**config.mk**
```make
export PLATFORM = sky130hd
export DESIGN_NAME = cg_burst_gate
export DESIGN_NICKNAME = d
export VERILOG_FILES = /design/src/rtl/cg_burst_gate.sv
export SDC_FILE = /design/constraint.sdc
export NUM_CORES = 1
export LEC_CHECK = 0
export ABC_CLOCK_PERIOD_IN_PS = 3750
export CORE_ASPECT_RATIO = 0.5
export CORE_MARGIN = 10
export CORE_UTILIZATION = 49
export CTS_CLUSTER_SIZE = 10
export DETAILED_ROUTE_END_ITERATION = 16
export MAX_ROUTING_LAYER = met4
export PLACE_DENSITY = 0.7
export SLEW_MARGIN = 20
export SYNTH_ARGS = -nofsm -noshare
export SYNTH_HDL_FRONTEND = slang
export SYNTH_SLANG_ARGS = --single-unit
```
**constraint.sdc**
```tcl
create_clock -name CLK -period 3.75 [get_ports CLK]
set_input_delay 0.75 -clock CLK [delete_from_list [all_inputs] [get_ports CLK]]
set_output_delay 0.75 -clock CLK [all_outputs]
set_load 0.01 [all_outputs]
```
**src/rtl/cg_burst_gate.sv**
```systemverilog
// Per-channel clock gate: emits a programmed burst (or free-running clock) of CLK after an optional start delay.
// Latency: with DELAY=0 the first gated edge follows the START edge by one CLK; no backpressure, START while busy is dropped.
module cg_burst_gate #(
  parameter int CHANNELS  = 4,
  parameter int CNT_WIDTH = 16,
  parameter int DLY_WIDTH = 8,
  parameter bit IDLE_HIGH = 1'b0
) (
  input  logic                 CLK,
  input  logic                 RST,
  input  logic [CHANNELS-1:0]  START,
  input  logic [CHANNELS-1:0]  STOP,
  input  logic [CNT_WIDTH-1:0] COUNT,
  input  logic [DLY_WIDTH-1:0] DELAY,
  output logic [CHANNELS-1:0]  CLK_OUT,
  output logic [CHANNELS-1:0]  BUSY,
  output logic [CHANNELS-1:0]  DONE
);

  typedef enum logic [1:0] {
    S_IDLE = 2'd0,
    S_WAIT = 2'd1,
    S_RUN  = 2'd2
  } state_t;

  state_t               state_q [CHANNELS];
  state_t               state_d [CHANNELS];
  logic [CNT_WIDTH-1:0] cnt_q   [CHANNELS];
  logic [DLY_WIDTH-1:0] dly_q   [CHANNELS];
  logic [CHANNELS-1:0]  load;
  logic [CHANNELS-1:0]  en_d;
  logic [CHANNELS-1:0]  en_q;
  logic [CHANNELS-1:0]  busy_d;
  logic [CHANNELS-1:0]  done_d;

  // STOP has priority, so a simultaneous START in IDLE never loads
  assign load = START & ~STOP;

  always_ff @(posedge CLK or posedge RST) begin
    if (RST) begin
      for (int i = 0; i < CHANNELS; i++) state_q[i] <= S_IDLE;
    end else begin
      for (int i = 0; i < CHANNELS; i++) state_q[i] <= state_d[i];
    end
  end

  always_comb begin
    for (int i = 0; i < CHANNELS; i++) begin
      state_d[i] = state_q[i];
      case (state_q[i])
        S_IDLE: if (load[i]) state_d[i] = (DELAY != '0) ? S_WAIT : S_RUN;
        S_WAIT: begin
          if (STOP[i])                            state_d[i] = S_IDLE;
          else if (dly_q[i] == DLY_WIDTH'(1))     state_d[i] = S_RUN;
        end
        S_RUN: begin
          // a zero count never reaches 1, so a free-running burst only ends on STOP
          if (STOP[i])                            state_d[i] = S_IDLE;
          else if (cnt_q[i] == CNT_WIDTH'(1))     state_d[i] = S_IDLE;
        end
        default:                                  state_d[i] = S_IDLE;
      endcase
    end
  end

  always_comb begin
    for (int i = 0; i < CHANNELS; i++) begin
      en_d[i]   = (state_d[i] == S_RUN);
      busy_d[i] = (state_d[i] != S_IDLE);
      done_d[i] = (state_q[i] != S_IDLE) && (state_d[i] == S_IDLE);
    end
  end

  always_ff @(posedge CLK or posedge RST) begin
    if (RST) begin
      for (int i = 0; i < CHANNELS; i++) begin
        cnt_q[i] <= '0;
        dly_q[i] <= '0;
      end
    end else begin
      for (int i = 0; i < CHANNELS; i++) begin
        case (state_q[i])
          S_IDLE: begin
            if (load[i]) begin
              cnt_q[i] <= COUNT;
              dly_q[i] <= DELAY;
            end
          end
          S_WAIT:  if (dly_q[i] != '0) dly_q[i] <= dly_q[i] - DLY_WIDTH'(1);
          S_RUN:   if (cnt_q[i] != '0) cnt_q[i] <= cnt_q[i] - CNT_WIDTH'(1);
          default: ;
        endcase
      end
    end
  end

  always_ff @(posedge CLK or posedge RST) begin
    if (RST) begin
      en_q <= '0;
      BUSY <= '0;
      DONE <= '0;
    end else begin
      en_q <= en_d;
      BUSY <= busy_d;
      DONE <= done_d;
    end
  end

  // The latch is closed during the phase the gate passes, so en_q changes never reach CLK_OUT mid-phase
  for (genvar g = 0; g < CHANNELS; g++) begin : g_gate
    logic en_lat;
    if (IDLE_HIGH) begin : g_or
      always_latch begin
        if (RST)      en_lat = 1'b0;
        else if (CLK) en_lat = en_q[g];
      end
      assign CLK_OUT[g] = CLK | ~en_lat;
    end else begin : g_and
      always_latch begin
        if (RST)       en_lat = 1'b0;
        else if (!CLK) en_lat = en_q[g];
      end
      assign CLK_OUT[g] = CLK & en_lat;
    end
  end

endmodule
```
==> impl_metrics.json, run 1 <==
{
  "rsz0062_at_grt": "yes",
  "post-dp-hpwl_um": 15400,
  "critPathMaxStageDelay_ns": 0.37,
  "switchingPower_uw": 1730,
  "antennaDiodeCount": 0,
  "grt_antenna_before_repair": 0,
  "reg2reg_slack_ns": 1.19,
  "fin_cells": 1151,
  "crit-reg2reg-capture": "cnt_q[1]",
  "via_per_inst": 6.68,
  "power_frac_comb": 0.184,
  "tightestPinTransition_ns": 0.981,
  "slew_headroom": 0.344,
  "cp.depth": 2,
  "multi_input_area_sq_mm": 0.00440,
  "syn-num-nets": 946,
  "wl_per_cell_um": 21.4,
  "path_clk_slew_ns": 0.03,
  "grt_max_degree": 46,
  "worstHoldPathType": "in2gate",
  "synth_warnings": 0,
  "path_cells": "and2_4 -> buf_6",
  "die_x_um": 197,
  "slew_viol_final": 0,
  "coreArea_sq_mm": 0.0154,
  "drive_gt1_frac": 0.111,
  "ioPinCount": 46,
  "timing.final.ws_setup_ns": -0.198,
  "track_usage": 0.249,
  "tritoncts": "built",
  "p_leak_uw": 0.00379,
  "fin_skew_ns": 0.0964,
  "hold_viol_final": 0,
  "crit_path_end_kind": "output pin",
  "violations": "setup timing",
  "crit_buf_inv": 1,
  "ys.flop_type": "dfrtp_1",
  "syn_area_sq_mm": 0.00770,
  "port_buffers": 45,
  "synth_edf_count": 0,
  "post-route-drc-count": 0,
  "startpoint_type": "latch",
  "grt_pass1_wl_um": 41500,
  "netlist_instances": 888,
  "critPathKind": "latch2out",
  "num_rows": 32,
  "totalWireLength_um": 24600,
  "overflow": 0,
  "ys_async_sr_fraction": 0.967,
  "switching_share": 0.300,
  "cp.required_ns": 3.00,
  "die_h_um": 109,
  "area_delta_synth_final_pct": 22.9,
  "post_dp_cell_area_sq_mm": 0.00835,
  "gp_congestion": 0.919,
  "clockPowerShare": 0.488,
  "synth_most_common_cell": "dfrtp_1",
  "arrival_ns": 3.20,
  "syn_area_per_cell_sq_um": 8.68,
  "vias": 7691,
  "num-fill-cells": 1265,
  "crit_fanout": 1,
  "fin_area_sq_mm": 0.00947,
  "crit_path_end": "CLK_OUT[0]",
  "cts_setup_buffers": 0,
  "drt_iter0_drc": 755,
  "rr_startpoint": "cnt_q[0]",
  "first_pass_iters": 5,
  "ys_ff_latch": 120,
  "netlist_top_cells_count": "dfrtp_1 (116), nand2_1 (82), a21oi_1 (57)",
  "start_util": 0.500,
  "outcome": "finished, violations left",
  "critPathTopFamily": "latches",
  "yosysTopAreaCell": "dfrtp_1",
  "internal-power_uw": 4030,
  "synth_cell_types": 76,
  "grt_pass1_vias": 7456,
  "rr_worst_depth": 6,
  "nets": 991,
  "dp.cells": 1101,
  "seq_area_sq_mm": 0.00296,
  "synth_top_cell_area_share": 0.377,
  "powerDensity_mw_per_mm2": 609,
  "clk_latency_ns": 0.62,
  "cp-startpoint": "g_gate[0].en_lat",
  "die_area_sq_mm": 0.0214,
  "synthTopCellsByArea": "dfrtp_1 (38%), nand2_1 (4.0%), ha_1 (3.9%)",
  "cp_slowest_cell": "dlxtp_1",
  "ant_nets": 0,
  "final_core_util": 0.614,
  "totalPowerFinal_uw": 5770,
  "irDropWorstVdd_v": 0.000327,
  "setup_violations": 8,
  "pwr-share-seq": 0.327,
  "maxCapViolCount": 0
}
placed cells by master, fill, tap and decap left out, types with 8 or more instances in the layout:
master           instances
or3_1                   12
mux2i_1                  9
o211ai_1                14
a211oi_1                 9
a2bb2oi_1               12
clkbuf_16               33
nor2_1                  55
buf_4                   16
clkdlybuf4s50_1         41
o311ai_0                 9
o21ai_0                 31
or4_1                   12
a31oi_1                 24
nand2_1                 82
nand2b_1                14
o31ai_1                  8
inv_1                   33
nor4_1                  32
nand3_1                 20
o22ai_1                 29
nor2b_1                 19
nand4_1                 18
o2bb2ai_1                9
a22oi_1                 12
nor4b_1                 11
and2_1                   8
a21oi_1                 57
ha_1                    24
nor3_1                  33
dfrtp_1                116
final cells by class:
class	count	area share
multi-input cells	680	0.464
clock inverters	12	0.0262
inverters	34	0.0139
well taps	204	0.0270
repair buffers	60	0.0613
clock buffers	41	0.0947
flip-flops and latches	120	0.313
stage by stage:
| step | hold WS [ns] | worst slack [ns] | setup TNS, ns |
|---|---|---|---|
| floorplan | 0.0826 | 0.687 | 0 |
| CTS | 0.321 | -0.144 | -0.471 |
| global route | 0.375 | -0.351 | -0.839 |
| finish | 0.314 | -0.198 | -0.476 |
| global placement | -0.0226 | 0.217 | 0 |
| detailed placement | 0.0151 | 0.205 | 0 |
worst min path at each step:
stage               depth (start not counted)  slack (ns)                to     from
finish                                      3        0.31        clock gate      RST
global route                                1        0.37  g_gate[1].en_lat  en_q[1]
CTS                                         3        0.32        clock gate      RST
detailed placement                          2        0.02        clock gate      RST
global placement                            2       -0.02        clock gate      RST
floorplan                                   1        0.08        clock gate      RST
routing by layer:
metal	track usage	vias up	part of all wire
li1	-	3520	-
met1	0.328	3778	0.45
met2	0.352	337	0.45
met3	0.0707	56	0.080
met4	0.106	0	0.023
met5	-	-	0
power groups by stage:
| stage | combinational, uW | clock, uW | sequential [uW] |
|---|---|---|---|
| after global placement | 1000 | 5.67 | 1870 |
| after detailed placement | 1040 | 5.67 | 1880 |
| after floorplan | 806 | 5.48 | 1770 |
| final | 1060 | 2810 | 1890 |
| after CTS | 1050 | 2830 | 1870 |
| after global routing | 1200 | 2940 | 1940 |
worst reg2reg max path, cell delays in order, from the launching register on:
cell and delay, ns:
dfrtp_1 0.42, inv_1 0.14, ha_1 0.15, or4b_2 0.63, nor4b_4 0.50, a21o_2 0.43
mux2i_1 0.22
cells by family after synthesis:
kind of cell    share of synthesized area
compound gates                      0.258
fa+ha+maj                          0.0390
buf+inv                            0.0452
simple gates                        0.259
flops                               0.377
mux                                0.0146
latches                           0.00780
flip-flops by register name (all words and copies together), names as in the netlist:
name / cells
BUSY: 4
en_q: 4
state_q: 8
dly_q: 32
cnt_q: 64
g_gate.en_lat: 4
DONE: 4
timing repair:
item / 4_1_cts / 5_1_grt
endpoints found under the hold margin: 1 / 0
setup endpoints to repair: 8 / 8
gates resized for setup: 19 / 0
cloned: 0 / 0
pin swaps: 4 / 1
hold buffers: 1 / 0
Power figures use the tool's default switching activity.
==> inputs of run 2 (changes only) <==
Settings changed: RECOVER_POWER set to 25.
==> run 2 against run 1 <==
  * The flow still finishes with violations (setup timing)
  * Utilization shrank 0.097 points
  * Non-clock buffer count unchanged
  * Die area unchanged
  * Global-route usage is the same
  * Critical path depth is the same
  * Final area down 0.16%
  * First-iteration DRC count shrank 4.1%
  * Register-to-register slack worse by 0.50 ns
  * Combinational power barely moved
  * Sequential power barely moved
  * Critical endpoint unchanged
  * Largest cell class unchanged
==> impl_metrics.json, run 2 (synthesis results as in run 1) <==
{
  "fin_cells": 1151,
  "violations": "setup timing",
  "worstHoldPathType": "in2gate",
  "ioPinCount": 46,
  "rsz0062_at_grt": "yes",
  "pwr-share-seq": 0.327,
  "post-dp-hpwl_um": 15400,
  "ant_nets": 0,
  "irDropWorstVdd_v": 0.000328,
  "area_delta_synth_final_pct": 22.7,
  "whs_ns": 0.306,
  "cp.required_ns": 3.00,
  "hold_viol_final": 0,
  "clockPowerShare": 0.489,
  "totalWireLength_um": 24500,
  "die_x_um": 197,
  "tightestPinTransition_ns": 1.30,
  "startpoint_type": "latch",
  "post_dp_cell_area_sq_mm": 0.00835,
  "maxCapViolCount": 0,
  "power_frac_comb": 0.184,
  "track_usage": 0.249,
  "outcome": "finished, violations left",
  "final_core_util": 0.613,
  "vias": 7654,
  "switchingPower_uw": 1730,
  "tritoncts": "built",
  "totalPowerFinal_uw": 5760,
  "slew_headroom": 0.128,
  "clk_latency_ns": 0.62,
  "antennaDiodeCount": 0,
  "grt_pass1_vias": 7456,
  "powerDensity_mw_per_mm2": 609,
  "die_area_sq_mm": 0.0214,
  "grt_pass1_wl_um": 41500,
  "setup_violations": 8,
  "grt_max_degree": 46,
  "first_pass_iters": 5,
  "fin_skew_ns": 0.0961,
  "port_buffers": 45,
  "largest_register_ffs": 64,
  "coreArea_sq_mm": 0.0154,
  "drt_iter0_drc": 724,
  "layout_commonest_cell": "dfrtp_1",
  "max_flop_register": "cnt_q",
  "grt_antenna_before_repair": 0,
  "final_cell_mix": "dfrtp_1 (116), nand2_1 (82), a21oi_1 (57)",
  "crit_fanout": 1,
  "drive_gt1_frac": 0.108,
  "nets": 991,
  "switching_share": 0.300,
  "crit_path_end_kind": "output pin",
  "fin_area_sq_mm": 0.00946,
  "overflow": 0,
  "reg.largest.list": "cnt_q x64, dly_q x32, state_q x8",
  "cts_setup_buffers": 0,
  "wl_per_cell_um": 21.3,
  "timing.final.ws_setup_ns": -0.194,
  "dp.cells": 1101,
  "gp_congestion": 0.919,
  "die_h_um": 109,
  "p_leak_uw": 0.00381,
  "critPathKind": "latch2out",
  "post-route-drc-count": 0,
  "arrival_ns": 3.19,
  "num_rows": 32,
  "path_clk_slew_ns": 0.03,
  "via_per_inst": 6.65,
  "slew_viol_final": 0,
  "start_util": 0.500,
  "internal-power_uw": 4030
}
==> run 2: cell types whose count changed in the layout (fill, tap and decap cells not counted) <==
cell,delta
dlygate4sd3_1,+11
clkdlybuf4s50_1,-11
clkbuf_1,+1
nor3_1,+1
nor4_2,-1
nor4_1,+1
buf_4,-1
nor3_2,-1
==> run 2: path summary, 6_finish.rpt <==
path	slack (ns)	from	cells after the start	endpoint
min	0.31	RST	3	clock gate
max in group gated	1.36	RST	3	clock gate
max reg2reg	0.69	cnt_q[38]	4	cnt_q[42]
min in group asynchronous	1.42	RST	3	DONE[0]
min in group CLK	0.38	en_q[2]	1	g_gate[2].en_lat
min reg2reg	0.38	en_q[2]	1	g_gate[2].en_lat
max	-0.19	g_gate[0].en_lat	2	CLK_OUT[0]
max in group asynchronous	1.62	RST	4	cnt_q[38]
==> run 2: what timing repair did <==
action	4_1_cts	5_1_grt
endpoints found under the setup margin	8	8
gates resized for setup	19	0
pin swaps	4	1
hold endpoints to repair	1	0
hold buffers	1	0
==> run 2: power groups by stage <==
stage	logic, uW	clock network [uW]	registers [uW]
after floorplan	806	5.48	1770
after global placement	1000	5.67	1870
after detailed placement	1040	5.67	1880
after CTS	1050	2830	1870
after global routing	1200	2940	1930
final	1060	2810	1880
==> run 2: layout make-up <==
class,count,area (sq um)
fill,1270,5960
multi-input combinational,680,4380
sequential,120,2960
clock buffer,41,897
timing repair buffer,60,577
tap,204,255
clock inverter,12,248
inverter,34,131
==> run 2: routing by layer <==
layer	part of all wire	wire length, um	GRT usage	up-vias
met5	0	0	-	-
met4	0.023	561	0.106	0
met3	0.077	1890	0.0707	54
met2	0.45	11000	0.352	326
met1	0.45	11100	0.328	3747
li1	-	-	-	3527
==> run 2: critical path, stage by stage, from the launching register on <==
cell and delay [ns]:
dlxtp_1 0.36, and2_4 0.16, buf_6 0.11
==> run 2: metrics by stage <==
| step | setup slack [ns] | TNS [ns] |
|---|---|---|
| floorplan | 0.687 | 0 |
| global placement | 0.217 | 0 |
| detailed placement | 0.205 | 0 |
| CTS | -0.144 | -0.471 |
| global route | -0.351 | -0.839 |
| finish | -0.194 | -0.475 |
==> inputs of run 3 (changes only) <==
Settings changed: CORE_UTILIZATION 49 to 45, PLACE_DENSITY 0.7 to 0.66.
==> run 3 against run 2 <==
  * The flow still finishes with violations (setup timing)
  * Count of clock-buffer cells in the layout shrank 3
  * Largest cell class unchanged
  * Clock skew shrank 0.029 ns
  * Sequential power is essentially flat
  * Critical path type unchanged
  * Worst setup slack gained 0.15 ns
  * Die area grew 7.6%
  * First-iteration DRC count shrank 9.8%
  * Largest power group unchanged
  * Final area shrank 0.69%
  * Critical path depth is the same
  * Combinational power is essentially flat
  * Highest routed layer unchanged
  * Clock power shrank 12%
  * Total power shrank 5.7%
==> impl_metrics.json, run 3 (synthesis results as in run 1) <==
{
  "cp.required_ns": 3.00,
  "final_cell_mix": "dfrtp_1 (116), nand2_1 (82), a21oi_1 (57)",
  "fin_cells": 1174,
  "nets": 992,
  "reg2reg_slack_ns": 1.25,
  "tightestPinTransition_ns": 0.999,
  "powerDensity_mw_per_mm2": 578,
  "totalPowerFinal_uw": 5430,
  "area_delta_synth_final_pct": 21.9,
  "crit_path_end_kind": "output pin",
  "num-fill-cells": 1415,
  "power_frac_comb": 0.196,
  "tns_ns": -0.110,
  "critPathKind": "latch2out",
  "drt_iter0_drc": 653,
  "path_clk_slew_ns": 0.03,
  "critPathMaxStageDelay_ns": 0.30,
  "drive_gt1_frac": 0.113,
  "violations": "setup timing",
  "wl_per_cell_um": 20.4,
  "grt_pass1_wl_um": 38600,
  "grt_max_degree": 77,
  "overflow": 0,
  "clockPowerShare": 0.457,
  "post-dp-hpwl_um": 15600,
  "cts_setup_buffers": 0,
  "switching_share": 0.316,
  "p_leak_uw": 0.00374,
  "dp.cells": 1126,
  "crit_fanout": 1,
  "arrival_ns": 3.04,
  "post-route-drc-count": 0,
  "die_h_um": 113,
  "internal-power_uw": 3710,
  "coreArea_sq_mm": 0.0166,
  "layout_commonest_cell": "dfrtp_1",
  "crit-reg2reg-capture": "cnt_q[12]",
  "worstHoldPathType": "in2gate",
  "cp_slowest_cell": "dlxtp_1",
  "startpoint_type": "latch",
  "setup_violations": 8,
  "start_util": 0.465,
  "port_buffers": 45,
  "rr_worst_depth": 7,
  "gp_congestion": 0.909,
  "track_usage": 0.216,
  "grt_antenna_before_repair": 0,
  "fin_skew_ns": 0.0674,
  "rr_startpoint": "cnt_q[0]",
  "ant_nets": 0,
  "path_cells": "and2_4 -> buf_6",
  "first_pass_iters": 7,
  "holdPathStages": 4,
  "reg.largest.list": "cnt_q x64, dly_q x32, state_q x8",
  "maxCapViolCount": 0,
  "timing.final.ws_setup_ns": -0.0437,
  "die_area_sq_mm": 0.0231,
  "largest_register_ffs": 64,
  "slew_headroom": 0.333,
  "tritoncts": "built",
  "hold_viol_final": 0,
  "clk_latency_ns": 0.60,
  "via_per_inst": 6.54,
  "min_from": "RST",
  "antennaDiodeCount": 0,
  "slew_viol_final": 0,
  "rsz0062_at_grt": "yes",
  "irDropWorstVdd_v": 0.000338,
  "switchingPower_uw": 1710,
  "vias": 7676,
  "grt_pass1_vias": 7224,
  "ioPinCount": 46,
  "pwr-share-seq": 0.347,
  "num_rows": 33,
  "max_flop_register": "cnt_q",
  "outcome": "finished, violations left",
  "die_x_um": 205,
  "totalWireLength_um": 23900
}
-- run 3: cell types whose count changed in the layout (fill, tap and decap cells not counted), sizes merged --
cell and change:
clkdlybuf4s50 +10, buf +3, clkinvlp +2, clkinv +2, bufinv -3, clkbuf -4
dlygate4sd3 -10
-- run 3: area by class of cell --
class	count	area [sq um]	area share
well taps	227	284	0.0302
flip-flops and latches	120	2960	0.316
repair buffers	62	583	0.0621
clock inverters	13	174	0.0185
multi-input cells	680	4400	0.469
clock buffers	38	857	0.0913
inverters	34	129	0.0137
-- run 3: metrics by stage --
| stage | setup slack (ns) | cell area [sq um] | util | hold slack, ns |
|---|---|---|---|---|
| 2_1_floorplan | 0.687 | 7710 | - | 0.0826 |
| 3_3_place_gp | 0.217 | 8380 | 0.506 | -0.101 |
| 3_5_place_dp | 0.215 | 8380 | 0.506 | -0.0766 |
| 4_1_cts | -0.0522 | 9380 | 0.567 | 0.222 |
| 5_1_grt | -0.101 | 9390 | 0.567 | 0.399 |
| 6_report | -0.0437 | 9390 | 0.567 | 0.299 |
-- run 3: worst max path at each step --
stage                                start         end  slack [ns]  cells past startpoint
after floorplan           g_gate[0].en_lat  CLK_OUT[0]        0.69                      1
after global placement    g_gate[1].en_lat  CLK_OUT[1]        0.22                      2
after detailed placement  g_gate[3].en_lat  CLK_OUT[3]        0.21                      2
after CTS                 g_gate[2].en_lat  CLK_OUT[2]       -0.05                      2
after global routing      g_gate[2].en_lat  CLK_OUT[2]       -0.10                      2
final                     g_gate[1].en_lat  CLK_OUT[1]       -0.04                      2
-- run 3: worst max-delay path: cells and delay by family, from the launching register on --
family        cells  cell delay, ns
latches           1            0.30
simple gates      1            0.13
buf+inv           1            0.10
-- run 3: repair_timing --
item	in CTS	in global routing
gates cloned	0	0
endpoints found under the hold margin	1	0
gates resized for setup	22	2
pin swaps	4	0
endpoints found under the setup margin	8	8
hold buffers	1	0
-- run 3: metal layers --
layer | part of all wire | vias up | GRT usage | wire [um]
met4 | 0.026 | 0 | 0.103 | 625
met1 | 0.46 | 3762 | 0.283 | 11000
met2 | 0.44 | 340 | 0.293 | 10500
met5 | 0 | - | - | 0
met3 | 0.076 | 57 | 0.0703 | 1810
li1 | - | 3517 | - | -
-- run 3: power groups by stage --
stage          registers (uW)  logic, uW  clock network [uW]
3_5_place_dp             1880       1050                5.66
4_1_cts                  1870       1060                2500
2_1_floorplan            1770        806                5.48
6_report                 1890       1060                2480
3_3_place_gp             1880       1020                5.66
5_1_grt                  1930       1190                2580
